[src/rtl/vera_video_pkg.sv]
`default_nettype none
// ============================================================================
// Module      : vera_video_pkg
// Description : Shared types and constants for the video pixel path.
//               rgb444_t  - 12-bit colour {r,g,b}, 4 bits per channel
//               pix_sb_t  - sideband carried with each pixel {hsync,vsync,blank}
//               LUMA_*    - integer luma weights; Y = (WR*R + WG*G + WB*B) >> SHIFT
// Revision    : 1.0 - initial release
// ============================================================================
package vera_video_pkg;

    typedef struct packed {
        logic [3:0] r;
        logic [3:0] g;
        logic [3:0] b;
    } rgb444_t;

    typedef struct packed {
        logic hsync;
        logic vsync;
        logic blank;
    } pix_sb_t;

    // Weights sum to 16, so a full-scale input (15,15,15) gives 240 >> 4 = 15
    // and the 8-bit sum can never overflow.
    localparam int unsigned LUMA_WR    = 5;
    localparam int unsigned LUMA_WG    = 9;
    localparam int unsigned LUMA_WB    = 2;
    localparam int unsigned LUMA_SHIFT = 4;

endpackage
`default_nettype wire

[src/rtl/rgb444_to_grey.sv]
`default_nettype none
// ============================================================================
// Module      : rgb444_to_grey
// Description : Combinational RGB444 -> 4-bit luma.
//               Y = (5*R + 9*G + 2*B) >> 4, result 0..15.
// Ports       : i_rgb  in   rgb444_t  colour to convert
//               o_y    out  4         grey level
// Revision    : 1.0 - initial release
// ============================================================================
module rgb444_to_grey
    import vera_video_pkg::*;
(
    input  rgb444_t    i_rgb,
    output logic [3:0] o_y
);

    logic [7:0] w_sum;
    logic       w_unused_low;

    assign w_sum = (8'(i_rgb.r) * 8'(LUMA_WR))
                 + (8'(i_rgb.g) * 8'(LUMA_WG))
                 + (8'(i_rgb.b) * 8'(LUMA_WB));

    assign o_y = w_sum[LUMA_SHIFT +: 4];

    // Fractional bits discarded by the shift.
    assign w_unused_low = &{1'b0, w_sum[LUMA_SHIFT-1:0]};

endmodule
`default_nettype wire

[src/rtl/palette_lookup.sv]
`default_nettype none
// ============================================================================
// Module      : palette_lookup
// Description : Two-stage pixel pipeline converting 8-bit colour indices to
//               RGB444 through an external 256x16 palette RAM read port.
//               S1 registers the palette address and sideband; S2 registers
//               the final colour (border / chroma-disable / blank applied).
//               Full valid/ready back-pressure at 1 pixel per clock.
// Ports       : clk_i, rst_i (async, active high)
//               in_valid_i/in_ready_o, in_index_i, in_border_i, in_blank_i,
//               in_hsync_i, in_vsync_i          - upstream pixel stream
//               border_idx_i, chroma_disable_i  - quasi-static controls
//               pal_rd_addr_o, pal_rd_data_i    - palette RAM read port
//               out_valid_o/out_ready_i, out_r_o/out_g_o/out_b_o,
//               out_hsync_o, out_vsync_o, out_blank_o - downstream stream
// Revision    : 1.0 - initial release
// ============================================================================
module palette_lookup
    import vera_video_pkg::*;
#(
    parameter int RD_LATENCY = 1
)
(
    input  logic        clk_i,
    input  logic        rst_i,
    input  logic        in_valid_i,
    output logic        in_ready_o,
    input  logic [7:0]  in_index_i,
    input  logic        in_border_i,
    input  logic        in_blank_i,
    input  logic        in_hsync_i,
    input  logic        in_vsync_i,
    input  logic [7:0]  border_idx_i,
    input  logic        chroma_disable_i,
    output logic [7:0]  pal_rd_addr_o,
    input  logic [15:0] pal_rd_data_i,
    output logic        out_valid_o,
    input  logic        out_ready_i,
    output logic [3:0]  out_r_o,
    output logic [3:0]  out_g_o,
    output logic [3:0]  out_b_o,
    output logic        out_hsync_o,
    output logic        out_vsync_o,
    output logic        out_blank_o
);

    // Only a single-cycle palette read is supported by the stage timing.
    if (RD_LATENCY != 1) begin : g_rd_latency_check
        $error("palette_lookup: RD_LATENCY must be 1");
    end

    localparam pix_sb_t c_sb_idle = '{hsync: 1'b0, vsync: 1'b0, blank: 1'b1};

    // S1: address stage
    logic       r_s1_valid;
    logic [7:0] r_s1_addr;
    pix_sb_t    r_s1_sb;

    // Colour captured on the first stalled cycle so that palette writes to the
    // stalled entry during the stall cannot alter the pixel already in flight.
    rgb444_t    r_hold;
    logic       r_hold_full;

    // S2: output stage
    logic       r_out_valid;
    rgb444_t    r_out_rgb;
    pix_sb_t    r_out_sb;

    logic       w_s2_load;
    logic       w_accept;
    rgb444_t    w_src_rgb;
    rgb444_t    w_s2_rgb;
    logic [3:0] w_y;
    logic       w_unused_pal;

    assign w_s2_load  = r_s1_valid && (!r_out_valid || out_ready_i);
    // Combinational from out_ready_i so a draining output refills S1 the same cycle.
    assign in_ready_o = !r_s1_valid || w_s2_load;
    assign w_accept   = in_valid_i && in_ready_o;

    assign w_src_rgb  = r_hold_full ? r_hold : rgb444_t'(pal_rd_data_i[11:0]);

    // Top nibble of the palette word carries no colour.
    assign w_unused_pal = &{1'b0, pal_rd_data_i[15:12]};

    rgb444_to_grey u_grey (
        .i_rgb (w_src_rgb),
        .o_y   (w_y)
    );

    // Blank has priority over chroma disable: blanked pixels are always black.
    always_comb begin
        w_s2_rgb = w_src_rgb;
        if (chroma_disable_i) begin
            w_s2_rgb = '{r: w_y, g: w_y, b: w_y};
        end
        if (r_s1_sb.blank) begin
            w_s2_rgb = '0;
        end
    end

    always_ff @(posedge clk_i or posedge rst_i) begin
        if (rst_i) begin
            r_s1_valid <= 1'b0;
            r_s1_addr  <= '0;
            r_s1_sb    <= c_sb_idle;
        end else if (w_accept) begin
            r_s1_valid <= 1'b1;
            r_s1_addr  <= in_border_i ? border_idx_i : in_index_i;
            r_s1_sb    <= '{hsync: in_hsync_i, vsync: in_vsync_i, blank: in_blank_i};
        end else if (w_s2_load) begin
            r_s1_valid <= 1'b0;
        end
    end

    always_ff @(posedge clk_i or posedge rst_i) begin
        if (rst_i) begin
            r_hold      <= '0;
            r_hold_full <= 1'b0;
        end else if (w_s2_load) begin
            r_hold_full <= 1'b0;
        end else if (r_s1_valid && !r_hold_full) begin
            r_hold      <= rgb444_t'(pal_rd_data_i[11:0]);
            r_hold_full <= 1'b1;
        end
    end

    always_ff @(posedge clk_i or posedge rst_i) begin
        if (rst_i) begin
            r_out_valid <= 1'b0;
            r_out_rgb   <= '0;
            r_out_sb    <= c_sb_idle;
        end else if (w_s2_load) begin
            r_out_valid <= 1'b1;
            r_out_rgb   <= w_s2_rgb;
            r_out_sb    <= r_s1_sb;
        end else if (out_ready_i) begin
            r_out_valid <= 1'b0;
        end
    end

    assign pal_rd_addr_o = r_s1_addr;
    assign out_valid_o   = r_out_valid;
    assign out_r_o       = r_out_rgb.r;
    assign out_g_o       = r_out_rgb.g;
    assign out_b_o       = r_out_rgb.b;
    assign out_hsync_o   = r_out_sb.hsync;
    assign out_vsync_o   = r_out_sb.vsync;
    assign out_blank_o   = r_out_sb.blank;

endmodule
`default_nettype wire

[config.mk]
export PLATFORM = sky130hd
export DESIGN_NAME = palette_lookup
export DESIGN_NICKNAME = d
export VERILOG_FILES = /design/src/rtl/vera_video_pkg.sv /design/src/rtl/rgb444_to_grey.sv /design/src/rtl/palette_lookup.sv
export SDC_FILE = /design/constraint.sdc
export NUM_CORES = 1
export LEC_CHECK = 0
export CORE_MARGIN = 3
export CORE_UTILIZATION = 35
export CTS_CLUSTER_DIAMETER = 30
export CTS_CLUSTER_SIZE = 12
export DETAILED_ROUTE_END_ITERATION = 7
export PLACE_DENSITY = 0.72
export SYNTH_ARGS = -nofsm -noshare
export SYNTH_HDL_FRONTEND = slang
export SYNTH_HIERARCHICAL = 1
export SYNTH_SLANG_ARGS = --single-unit
export TNS_END_PERCENT = 5
[constraint.sdc]
create_clock -name clk_i -period 4.9 [get_ports clk_i]
set_input_delay 0.49 -clock clk_i [delete_from_list [all_inputs] [get_ports clk_i]]
set_output_delay 0.49 -clock clk_i [all_outputs]
set_load 0.02 [all_outputs]
; ---- Word-level counts from Yosys, hierarchy flattened
; Index checks and enable logic that the tools add are counted.
; Widths: inputs -> output; s select.
[classes]
mul = 2
mux = 10
bitwise = 1
reduce_logical = 12
n_addsub = 2
[ops]
columns = operator, count
row1 = $mux 12, 3
row2 = $add 7x8->8, 1
row3 = $add 8x5->8, 1
row4 = $mul 4x4->8 const B, 1
row5 = $mux 8, 1
row6 = $mul 4x3->7 const B, 1
row7 = $mux 1, 6
row8 = $reduce_bool 2->1, 3
row9 = $logic_and 1x1->1, 3
row10 = $logic_not 1->1, 3
row11 = $logic_or 1x1->1, 2
row12 = $reduce_and 2->1, 1
row13 = $not 1->1, 1
[word_totals]
register_bits = 41
word_cells = 43
input_bits = 41
out_inout_bits = 25

; ---- Depth between registers and ports, before layout
; Gate-level depths: netlist of the first run.
[depth]
depth_word = 6
ltp_mapped = 17
depth_no_buf = 16

; ---- Hierarchy
; The synthesis of the first run kept the hierarchy.
[modules_own_cells]
columns = module, n_inst, cells_per_inst, area_per_inst_um2, seq_area_each_um2
row1 = palette_lookup, 1, 146, 1874.3, 1028.5
row2 = rgb444_to_grey, 1, 62, 553.0, 0.0

; ---- Worst setup path after synthesis of the first run
; OpenSTA, ideal clock, no wires.
[synth_timing]
kind = register to register
from = reg r_hold_full
to = reg r_out_rgb, in the netlist out_g_o[2]
n_path_buf = 1
slack_ns = 0.979
synth_period_minus_slack_ns = 3.921
path_stages_with_launch = 16
setup_time_ns = 0.078
arrival_ns = 3.843
t_required_ns = 4.822
path_cell_list = dfrtp_1 -> buf_4 -> mux2_2 -> ha_1 -> ha_1 -> inv_1 -> fa_1 -> fa_1 -> inv_1 -> ha_1 -> a21o_1 -> a221oi_2 -> xnor2_1 -> nand2b_1 -> nand4b_1 -> o2bb2ai_1
[synth_lines]
columns = item, line_no
row1 = start: declaration, palette_lookup.sv:62  ; logic r_hold_full;
row2 = start signal: assignment, palette_lookup.sv:119  ; r_hold_full <= 1'b0;
row3 = start signal: assignment, palette_lookup.sv:121  ; r_hold_full <= 1'b0;
row4 = start signal: assignment, palette_lookup.sv:124  ; r_hold_full <= 1'b1;
row5 = end signal: assignment, palette_lookup.sv:135  ; r_out_rgb <= w_s2_rgb;
row6 = end: declaration, palette_lookup.sv:66  ; rgb444_t r_out_rgb;

==> results of run 1 <==
-- registers in the layout, summed over array words and instances (netlist names) --
signal	count
r_hold_full	1
out_vsync_o	1
out_g_o	4
out_hsync_o	1
out_blank_o	1
r_s1_sb	3
out_b_o	4
pal_rd_addr_o	8
r_hold	12
out_valid_o	1
r_s1_valid	1
out_r_o	4
-- stage by stage --
stage / cells / util
finish: 345 / 0.4902
global route: 345 / 0.4902
CTS: 345 / 0.4902
detailed placement: 337 / 0.4718
global placement: 337 / 0.4718
floorplan: 208 / -
-- synth_stat cells --
cell        n
a31oi_1     9
nand3b_2    1
buf_4       1
mux2_2     28
a221oi_2    1
and3_1      1
buf_2       3
mux2_1      2
clkbuf_1    4
a21oi_1    10
nor3b_4     1
xnor2_1     3
nor2_1     13
and4b_1     1
nand2b_1    7
xor2_1      2
o2bb2ai_1  12
o21a_1      1
inv_1      24
dfstp_2     2
nand4b_1    4
buf_6       2
nor2b_1     1
a21o_1      1
dfrtp_1    39
a22oi_1     1
ha_1       16
mux2i_1     9
nand2_1     2
fa_1        7
-- routing by layer --
metal	part of all wire	track usage	vias to the layer above	wire length [microns]
li1	-	-	846	-
met1	0.45	0.1762	843	2265
met2	0.46	0.2210	48	2322
met3	0.077	0.04608	6	387
met4	0.011	0.04060	0	57
met5	0	0	-	0
-- report_power, final --
group	switching, mW	internal, mW	leakage (nW)
sequential	0.0577	0.435	0.487
combinational	0.527	0.552	0.869
clock	0.122	0.166	0.0574
-- cells by family (layout without fill, tap and decap cells) --
kind of cell,after synthesis,after routing,synth area share
simple gates,31,31,0.07732
compound gates,35,35,0.1026
fa+ha+maj,23,23,0.1402
mux,39,39,0.1763
flops,41,41,0.4237
buf+inv,34,94,0.06185
xor+xnor,5,5,0.01804
-- worst paths after layout --
path	startpoint	to	slack, ns	cells after the start
hold / removal	r_hold[3]$_DFFE_PP0P_	r_hold[3]$_DFFE_PP0P_	0.49	1
min in group asynchronous	rst_i	r_hold[9]$_DFFE_PP0P_	0.61	3
hold reg to reg	r_hold[3]$_DFFE_PP0P_	r_hold[3]$_DFFE_PP0P_	0.49	1
max in group asynchronous	rst_i	r_s1_sb[0]$_DFFE_PP1P_	3.91	3
setup reg to reg	r_hold_full$_DFFE_PP0P_	out_g_o[2]$_DFFE_PP0P_	0.57	14
setup / recovery	r_hold_full$_DFFE_PP0P_	out_g_o[2]$_DFFE_PP0P_	0.57	14
-- layout make-up --
| cell class | instances | area share |
|---|---|---|
| Multi-Input combinational cell | 133 | 0.3900 |
| Tap cell | 77 | 0.03009 |
| Clock inverter | 2 | 0.01172 |
| Clock buffer | 6 | 0.02579 |
| Sequential cell | 41 | 0.3212 |
| Inverter | 24 | 0.02814 |
| Timing Repair Buffer | 62 | 0.1930 |
==> metrics.log, run 1 <==
[metrics] 1st-pass router iterations: 4
[metrics] I/O Buffers: 61
[metrics] final hold slack: 0.4926 ns
[metrics] CP Class: register to register
[metrics] number of antenna cells inserted: 0
[metrics] via count of the first global-routing pass: 1,793
[metrics] Die Y: 89.28 microns
[metrics] Fillers: 614
[metrics] die width: 89.28 microns
[metrics] crit start category: register
[metrics] cell area after synthesis: 0.002427 sq mm
[metrics] total vias in the final route: 1,743
[metrics] overall die area: 0.007970 sq mm
[metrics] critical-path cell list: mux2_2 > ha_1 > ha_1 > inv_1 > fa_1 > fa_1 > inv_1 > ha_1 > a21o_1 > a221oi_2 > xnor2_1 > nand2b_1 > nand4b_1 > o2bb2ai_1
[metrics] number of top-level pins: 66
[metrics] Sum Neg Setup Slack: 0 ns
[metrics] total of endpoints with negative setup slack in the final report: 0
[metrics] Power Density: 580.7 mW/mm^2
[metrics] number of distinct library cells after synthesis: 30
[metrics] Peak VDD IR: 0.2817 mV
[metrics] timing-limited maximum frequency: 0.2308 GHz
[metrics] Final Slew Violations: 0
[metrics] minimum setup slack in the final design: 0.5664 ns
[metrics] max incr delay on CP: 0.73 ns
[metrics] Synthesized Nets: 272
[metrics] proportion of synthesized chip area in sequential cells: 0.4237
[metrics] vias per inst: 5.052
[metrics] combined area of the multi-input logic cells: 0.001249 sq mm
[metrics] sequential cell area in the final layout: 0.001028 sq mm
[metrics] fin nets: 331
[metrics] source-to-sink clock delay at the later pin of the worst-skew pair: 0.30 ns
[metrics] number of rows created at floorplan: 29
[metrics] number of storage elements in the synthesis netlist: 41
[metrics] hold-fix buffer count after cts: 0
[metrics] CTS sink count: 41
[metrics] crit-path most repeated cell: ha_1
[metrics] largest net degree at the start of global routing: 42
[metrics] initial core utilization: 0.3716
[metrics] final hold viol count: 0
[metrics] library cell occupying the most area in the post-synthesis netlist: dfrtp_1
[metrics] setup repair after global routing missed its margin: no
[metrics] Least-Margin Pin Slew: 0.6288 ns
[metrics] initial DRC count: 51
[metrics] final estimated routing congestion in global placement: 0.7688
[metrics] total global routing overflow: 0
[metrics] clock input transition at the sequential cells of the worst setup and hold paths: 0.09 ns
[metrics] required time at the endpoint of the critical path: 5.12 ns
[metrics] clock tree from TritonCTS: built
[metrics] Setup WS pre-CTS: 0.5057 ns
[metrics] endpoint arrival time on the critical path: 4.55 ns
[metrics] Top delay family on crit path: adder cells
[metrics] buffer count from post-CTS setup fixing: 0
[metrics] Final Critical Period: 4.334 ns
[metrics] type of the tightest min-delay check: register to register
[metrics] area share of the largest cell type after synthesis: 0.4021
[metrics] mean post-synth cell area: 11.67 sq um
[metrics] Max-cap violations: 0
[metrics] yosys warns: 6
[metrics] core region area: 0.006531 sq mm
[metrics] final total power: 1.859 mW
[metrics] library cell used as clock root buffer: clkbuf_8
[metrics] Avg WL per Cell: 14.59 microns
[metrics] post-placement cell area: 0.003082 sq mm
[metrics] wire length of the first global-routing pass: 8487 microns
[metrics] placed wire-length estimate: 3900 microns
[metrics] top cells by area in the synthesized netlist: dfrtp_1, mux2_2, ha_1
[metrics] Total Routed Length: 5033 microns
[metrics] GRT Overall Usage: 0.1374
[metrics] number of antenna violations at the first check in global routing: 0
[metrics] number of CTS-inserted buffers: 5
[metrics] most common cell after layout, fill and taps aside: clkdlybuf4s50_1
[metrics] maximum clock insertion buffer count: 2
[metrics] maximum net fanout on the critical path: 14
[metrics] area of all placed cells without fillers: 0.003202 sq mm
[metrics] type of destination of the critical path: register
[metrics] Worst Skew: 0.01006 ns
[metrics] outcome: finished, final reports clean
[metrics] standby leakage power: 1.413 nW
[metrics] CP Buf/Inv Count: 2
[metrics] Cells after Synth: 208
[metrics] post-CTS sizing: 0
[metrics] highest-count cells in the layout ignoring fill and taps: clkdlybuf4s50_1, dfrtp_1, mux2_2
[metrics] Max-Slew Margin vs Limit: 0.5804
[metrics] Syn-to-layout area delta: 31.91%
[metrics] period utilisation layout: 0.8844
[metrics] residual DRC count: 0
[metrics] share of final-layout standard cells stronger than drive strength 1: 0.1567
[metrics] count of H-tree levels built during CTS: 2
[metrics] post-detailed-route count of antenna-violating nets: 0
[metrics] Worst path slowest cell: dfrtp_1
No activity file was read; power rests on OpenSTA's default activity.
==> run 2: changes to the inputs <==
- CAP_MARGIN: default -> 40
- GPL_TIMING_DRIVEN: default -> 0
==> metrics.log, run 2 (synthesized netlist as in run 1, its figures left out) <==
[metrics] core region area: 0.006531 sq mm
[metrics] final hold slack: 0.4709 ns
[metrics] Syn-to-layout area delta: 33.56%
[metrics] Die Y: 89.28 microns
[metrics] cells on worst reg2reg path: 15
[metrics] post-detailed-route count of antenna-violating nets: 0
[metrics] share of final-layout standard cells stronger than drive strength 1: 0.1739
[metrics] CTS sink count: 41
[metrics] 1st-pass router iterations: 4
[metrics] initial DRC count: 65
[metrics] final hold viol count: 0
[metrics] Total Routed Length: 5101 microns
[metrics] maximum clock insertion buffer count: 2
[metrics] crit start category: register
[metrics] crit-path most repeated cell: ha_1
[metrics] Final Critical Period: 4.291 ns
[metrics] clock input transition at the sequential cells of the worst setup and hold paths: 0.08 ns
[metrics] I/O Buffers: 59
[metrics] endpoint arrival time on the critical path: 4.51 ns
[metrics] Worst Skew: 0.005603 ns
[metrics] standby leakage power: 1.438 nW
[metrics] number of antenna cells inserted: 0
[metrics] Sum Neg Setup Slack: 0 ns
[metrics] initial core utilization: 0.3716
[metrics] required time at the endpoint of the critical path: 5.12 ns
[metrics] die width: 89.28 microns
[metrics] type of the tightest min-delay check: primary input to async pin
[metrics] CP Class: register to register
[metrics] max incr delay on CP: 0.54 ns
[metrics] residual DRC count: 0
[metrics] Avg WL per Cell: 14.45 microns
[metrics] overall die area: 0.007970 sq mm
[metrics] final total power: 1.860 mW
[metrics] number of antenna violations at the first check in global routing: 0
[metrics] fin nets: 339
[metrics] critical-path cell list: buf_4 > mux2_2 > ha_1 > ha_1 > inv_1 > fa_1 > fa_1 > inv_1 > ha_1 > a21o_1 > a221oi_2 > xnor2_1 > nand2b_1 > nand4b_1 > o2bb2ai_1
[metrics] total vias in the final route: 1,793
[metrics] count of H-tree levels built during CTS: 2
[metrics] clock tree from TritonCTS: built
[metrics] Peak VDD IR: 0.2657 mV
[metrics] hold-fix buffer count after cts: 0
[metrics] post-CTS sizing: 0
[metrics] total global routing overflow: 0
[metrics] timing-limited maximum frequency: 0.2331 GHz
[metrics] source-to-sink clock delay at the later pin of the worst-skew pair: 0.29 ns
[metrics] Least-Margin Pin Slew: 0.5317 ns
[metrics] final estimated routing congestion in global placement: 0.8581
[metrics] Final Slew Violations: 0
[metrics] buffer count from post-CTS setup fixing: 0
[metrics] number of flip-flops under the largest register name: 12
[metrics] via count of the first global-routing pass: 1,908
[metrics] vias per inst: 5.079
[metrics] GRT Overall Usage: 0.1435
[metrics] highest-count cells in the layout ignoring fill and taps: clkdlybuf4s50_1, dfrtp_1, mux2_2
[metrics] number of CTS-inserted buffers: 5
[metrics] library cell used as clock root buffer: clkbuf_8
[metrics] period utilisation layout: 0.8756
[metrics] number of top-level pins: 66
[metrics] outcome: finished, final reports clean
[metrics] Worst path slowest cell: fa_1
[metrics] maximum net fanout on the critical path: 10
[metrics] Max-Slew Margin vs Limit: 0.6456
[metrics] number of rows created at floorplan: 29
[metrics] Reg with most FFs: r_hold
[metrics] type of destination of the critical path: register
[metrics] most common cell after layout, fill and taps aside: clkdlybuf4s50_1
[metrics] placed wire-length estimate: 4117 microns
[metrics] setup repair after global routing missed its margin: no
[metrics] Power Density: 573.8 mW/mm^2
[metrics] largest net degree at the start of global routing: 28
[metrics] Max-cap violations: 0
[metrics] wire length of the first global-routing pass: 8894 microns
[metrics] total of endpoints with negative setup slack in the final report: 0
[run 2: per-stage QoR]
stage	setup slack, ns	instance area [sq um]	utilization	cells
floorplan	0.9794	2427	-	208
global placement	0.5706	3114	0.4768	344
detailed placement	0.5153	3134	0.4799	345
CTS	0.5857	3242	0.4964	353
global route	0.2856	3242	0.4964	353
finish	0.6095	3242	0.4964	353
[run 2: routing by layer]
| metal | wire length [microns] | global-route usage | part of all wire | up-vias |
|---|---|---|---|---|
| met3 | 388 | 0.04793 | 0.076 | 7 |
| met5 | 0 | 0 | 0 | - |
| met1 | 2175 | 0.1783 | 0.43 | 873 |
| met4 | 74 | 0.04195 | 0.015 | 0 |
| met2 | 2463 | 0.2378 | 0.48 | 52 |
| li1 | - | - | - | 861 |
[run 2: worst paths after layout]
| check | startpoint | to | slack, ns |
|---|---|---|---|
| max | r_hold_full$_DFFE_PP0P_ | out_g_o[2]$_DFFE_PP0P_ | 0.61 |
| min | rst_i | r_hold[10]$_DFFE_PP0P_ | 0.47 |
| max reg2reg | r_hold_full$_DFFE_PP0P_ | out_g_o[2]$_DFFE_PP0P_ | 0.61 |
| min reg2reg | r_hold[3]$_DFFE_PP0P_ | r_hold[3]$_DFFE_PP0P_ | 0.50 |
| max in group asynchronous | rst_i | out_blank_o$_DFFE_PP1P_ | 3.90 |
| min in group clk_i | r_hold[3]$_DFFE_PP0P_ | r_hold[3]$_DFFE_PP0P_ | 0.50 |
[run 2: area by class of cell]
cell class	instances	area, sq um
inverters	24	90.09
flip-flops and latches	41	1028
clock inverters	2	35.03
fillers	598	3289
plain buffers	10	60.06
repair buffers	60	610.6
multi-input cells	133	1249
clock buffers	6	72.57
well taps	77	96.34
[run 2: power by group]
part	total [mW]	switching (mW)	internal [mW]	leakage [nW]
sequential	0.488	0.0531	0.435	0.487
clock	0.270	0.119	0.151	0.0552
combinational	1.10	0.542	0.560	0.896
total	1.86	0.713	1.15	1.44
[run 2: critical path: cells and delay by family (launching register included)]
| family | cells | cell delay (ns) |
|---|---|---|
| adder cells (fa/ha/maj) | 5 | 1.83 |
| AND/OR/NAND/NOR | 2 | 0.28 |
| flip-flops | 1 | 0.48 |
| AO/OA/AOI/OAI | 3 | 0.69 |
| buffers and inverters | 3 | 0.37 |
| multiplexers | 1 | 0.40 |
| XOR/XNOR | 1 | 0.15 |
==> run 3: changes to the inputs <==
- CAP_MARGIN: 40 -> 20
==> metrics.log, run 3 (synthesized netlist as in run 1, its figures left out) <==
[metrics] timing-limited maximum frequency: 0.2323 GHz
[metrics] initial core utilization: 0.3716
[metrics] Syn-to-layout area delta: 33.09%
[metrics] Fillers: 618
[metrics] fin nets: 338
[metrics] post-layout utilization of the core: 0.4946
[metrics] Least-Margin Pin Slew: 0.8408 ns
[metrics] 1st-pass router iterations: 4
[metrics] die width: 89.28 microns
[metrics] Die Y: 89.28 microns
[metrics] Switch Pwr: 716.0 uW
[metrics] CP Class: register to register
[metrics] Worst Skew: 0.003755 ns
[metrics] GRT Overall Usage: 0.1442
[metrics] post-detailed-route count of antenna-violating nets: 0
[metrics] library cell used as clock root buffer: clkbuf_8
[metrics] placed wire-length estimate: 4092 microns
[metrics] final total power: 1.877 mW
[metrics] post-CTS sizing: 0
[metrics] max incr delay on CP: 0.54 ns
[metrics] required time at the endpoint of the critical path: 5.12 ns
[metrics] Post-Place Cells: 344
[metrics] wire length of the first global-routing pass: 8907 microns
[metrics] share of final-layout standard cells stronger than drive strength 1: 0.1709
[metrics] clock group share of total power: 0.150
[metrics] total vias in the final route: 1,777
[metrics] hold-fix buffer count after cts: 0
[metrics] type of the tightest min-delay check: register to register
[metrics] number of top-level pins: 66
[metrics] count of H-tree levels built during CTS: 2
[metrics] clock input transition at the sequential cells of the worst setup and hold paths: 0.08 ns
[metrics] Worst path slowest cell: fa_1
[metrics] Avg WL per Cell: 14.85 microns
[metrics] endpoint arrival time on the critical path: 4.52 ns
[metrics] type of destination of the critical path: register
[metrics] Total Routed Length: 5228 microns
[metrics] I/O Buffers: 59
[metrics] most common cell after layout, fill and taps aside: clkdlybuf4s50_1
[metrics] proportion of power drawn by flip-flops and latches: 0.260
[metrics] number of antenna cells inserted: 0
[metrics] initial DRC count: 44
[metrics] number of antenna violations at the first check in global routing: 0
[metrics] Max-cap violations: 0
[metrics] CP Buf/Inv Count: 3
[metrics] Reg with most FFs: r_hold
[metrics] highest-count cells in the layout ignoring fill and taps: clkdlybuf4s50_1, dfrtp_1, mux2_2
[metrics] standby leakage power: 1.432 nW
[metrics] residual DRC count: 0
[metrics] CTS sink count: 41
[metrics] number of CTS-inserted buffers: 5
[metrics] crit-path most repeated cell: ha_1
[metrics] number of rows created at floorplan: 29
[metrics] Max-Slew Margin vs Limit: 0.4386
[metrics] internal power: 1.161 mW
[metrics] setup repair after global routing missed its margin: no
[metrics] Sum Neg Setup Slack: 0 ns
[metrics] Peak VDD IR: 0.2655 mV
[metrics] Power Density: 581.1 mW/mm^2
[metrics] number of flip-flops under the largest register name: 12
[metrics] outcome: finished, final reports clean
[metrics] maximum clock insertion buffer count: 2
[metrics] maximum net fanout on the critical path: 10
[metrics] share of power burned in combinational logic: 0.590
[metrics] largest net degree at the start of global routing: 42
[metrics] Final Critical Period: 4.304 ns
[metrics] clock tree from TritonCTS: built
[metrics] Cell Count, Final, Fillers Out: 352
[metrics] final hold slack: 0.4951 ns
[metrics] vias per inst: 5.048
[metrics] Final Slew Violations: 0
[metrics] core region area: 0.006531 sq mm
[metrics] overall die area: 0.007970 sq mm
[metrics] buffer count from post-CTS setup fixing: 0
[metrics] period utilisation layout: 0.8783
[metrics] critical-path cell list: buf_4 > mux2_2 > ha_1 > ha_1 > inv_1 > fa_1 > fa_1 > inv_1 > ha_1 > a21o_1 > a221oi_2 > xnor2_1 > nand2b_1 > nand4b_1 > o2bb2ai_1
[metrics] total of endpoints with negative setup slack in the final report: 0
[metrics] total global routing overflow: 0
[metrics] source-to-sink clock delay at the later pin of the worst-skew pair: 0.29 ns
[metrics] Top delay family on crit path: adder cells
[metrics] final estimated routing congestion in global placement: 0.8581
[metrics] via count of the first global-routing pass: 1,918
[metrics] final hold viol count: 0
[metrics] switching share of power: 0.3814
[metrics] crit start category: register
[run 3: worst register-to-register path, cell delays in order, from the launching register on]
cell and delay, ns:
dfrtp_1 0.49, buf_4 0.25, mux2_2 0.40, ha_1 0.31, ha_1 0.19, inv_1 0.08
fa_1 0.46, fa_1 0.54, inv_1 0.05, ha_1 0.34, a21o_1 0.21, a221oi_2 0.31
xnor2_1 0.15, nand2b_1 0.12, nand4b_1 0.16, o2bb2ai_1 0.18
[run 3: per-layer routing]
layer,wire [microns],up-vias,global-route usage
met1,2265,866,0.1799
met5,0,-,0
met3,328,6,0.04055
met2,2566,46,0.2398
met4,67,0,0.05007
li1,-,859,-
[run 3: path summary, 6_finish.rpt]
check                           slack, ns               startpoint                           end  cells past startpoint
worst max-delay path                 0.60  r_hold_full$_DFFE_PP0P_        out_r_o[2]$_DFFE_PP0P_                     15
worst min-delay path                 0.50    r_hold[3]$_DFFE_PP0P_         r_hold[3]$_DFFE_PP0P_                      1
worst max register to register       0.60  r_hold_full$_DFFE_PP0P_        out_r_o[2]$_DFFE_PP0P_                     15
worst min register to register       0.50    r_hold[3]$_DFFE_PP0P_         r_hold[3]$_DFFE_PP0P_                      1
max in group asynchronous            3.69                    rst_i       out_vsync_o$_DFFE_PP0P_                      2
min in group asynchronous            0.69                    rst_i  pal_rd_addr_o[7]$_DFFE_PP0P_                      2
[run 3: area by class of cell]
type / count / area, sq um / area share
multi-input cells: 133 / 1249 / 0.3865
well taps: 77 / 96.34 / 0.02982
clock inverters: 1 / 30.03 / 0.009295
inverters: 24 / 90.09 / 0.02789
clock buffers: 7 / 86.33 / 0.02672
repair buffers: 59 / 590.6 / 0.1828
plain buffers: 10 / 60.06 / 0.01859
flip-flops and latches: 41 / 1028 / 0.3184
[run 3: power groups by stage]
stage | clock network, mW | logic (mW) | registers (mW)
floorplan | 0 | 0.738 | 0.553
global placement | 0 | 1.08 | 0.490
detailed placement | 0 | 1.10 | 0.494
CTS | 0.290 | 1.12 | 0.489
global route | 0.302 | 1.25 | 0.501
finish | 0.281 | 1.11 | 0.488
[run 3: through the flow]
step                      setup slack (ns)  instance area (sq um)
final                               0.5961                   3231
after global routing                0.3189                   3231
after CTS                           0.6060                   3231
after detailed placement            0.5138                   3114
after global placement              0.5706                   3114
after floorplan                     0.9794                   2427
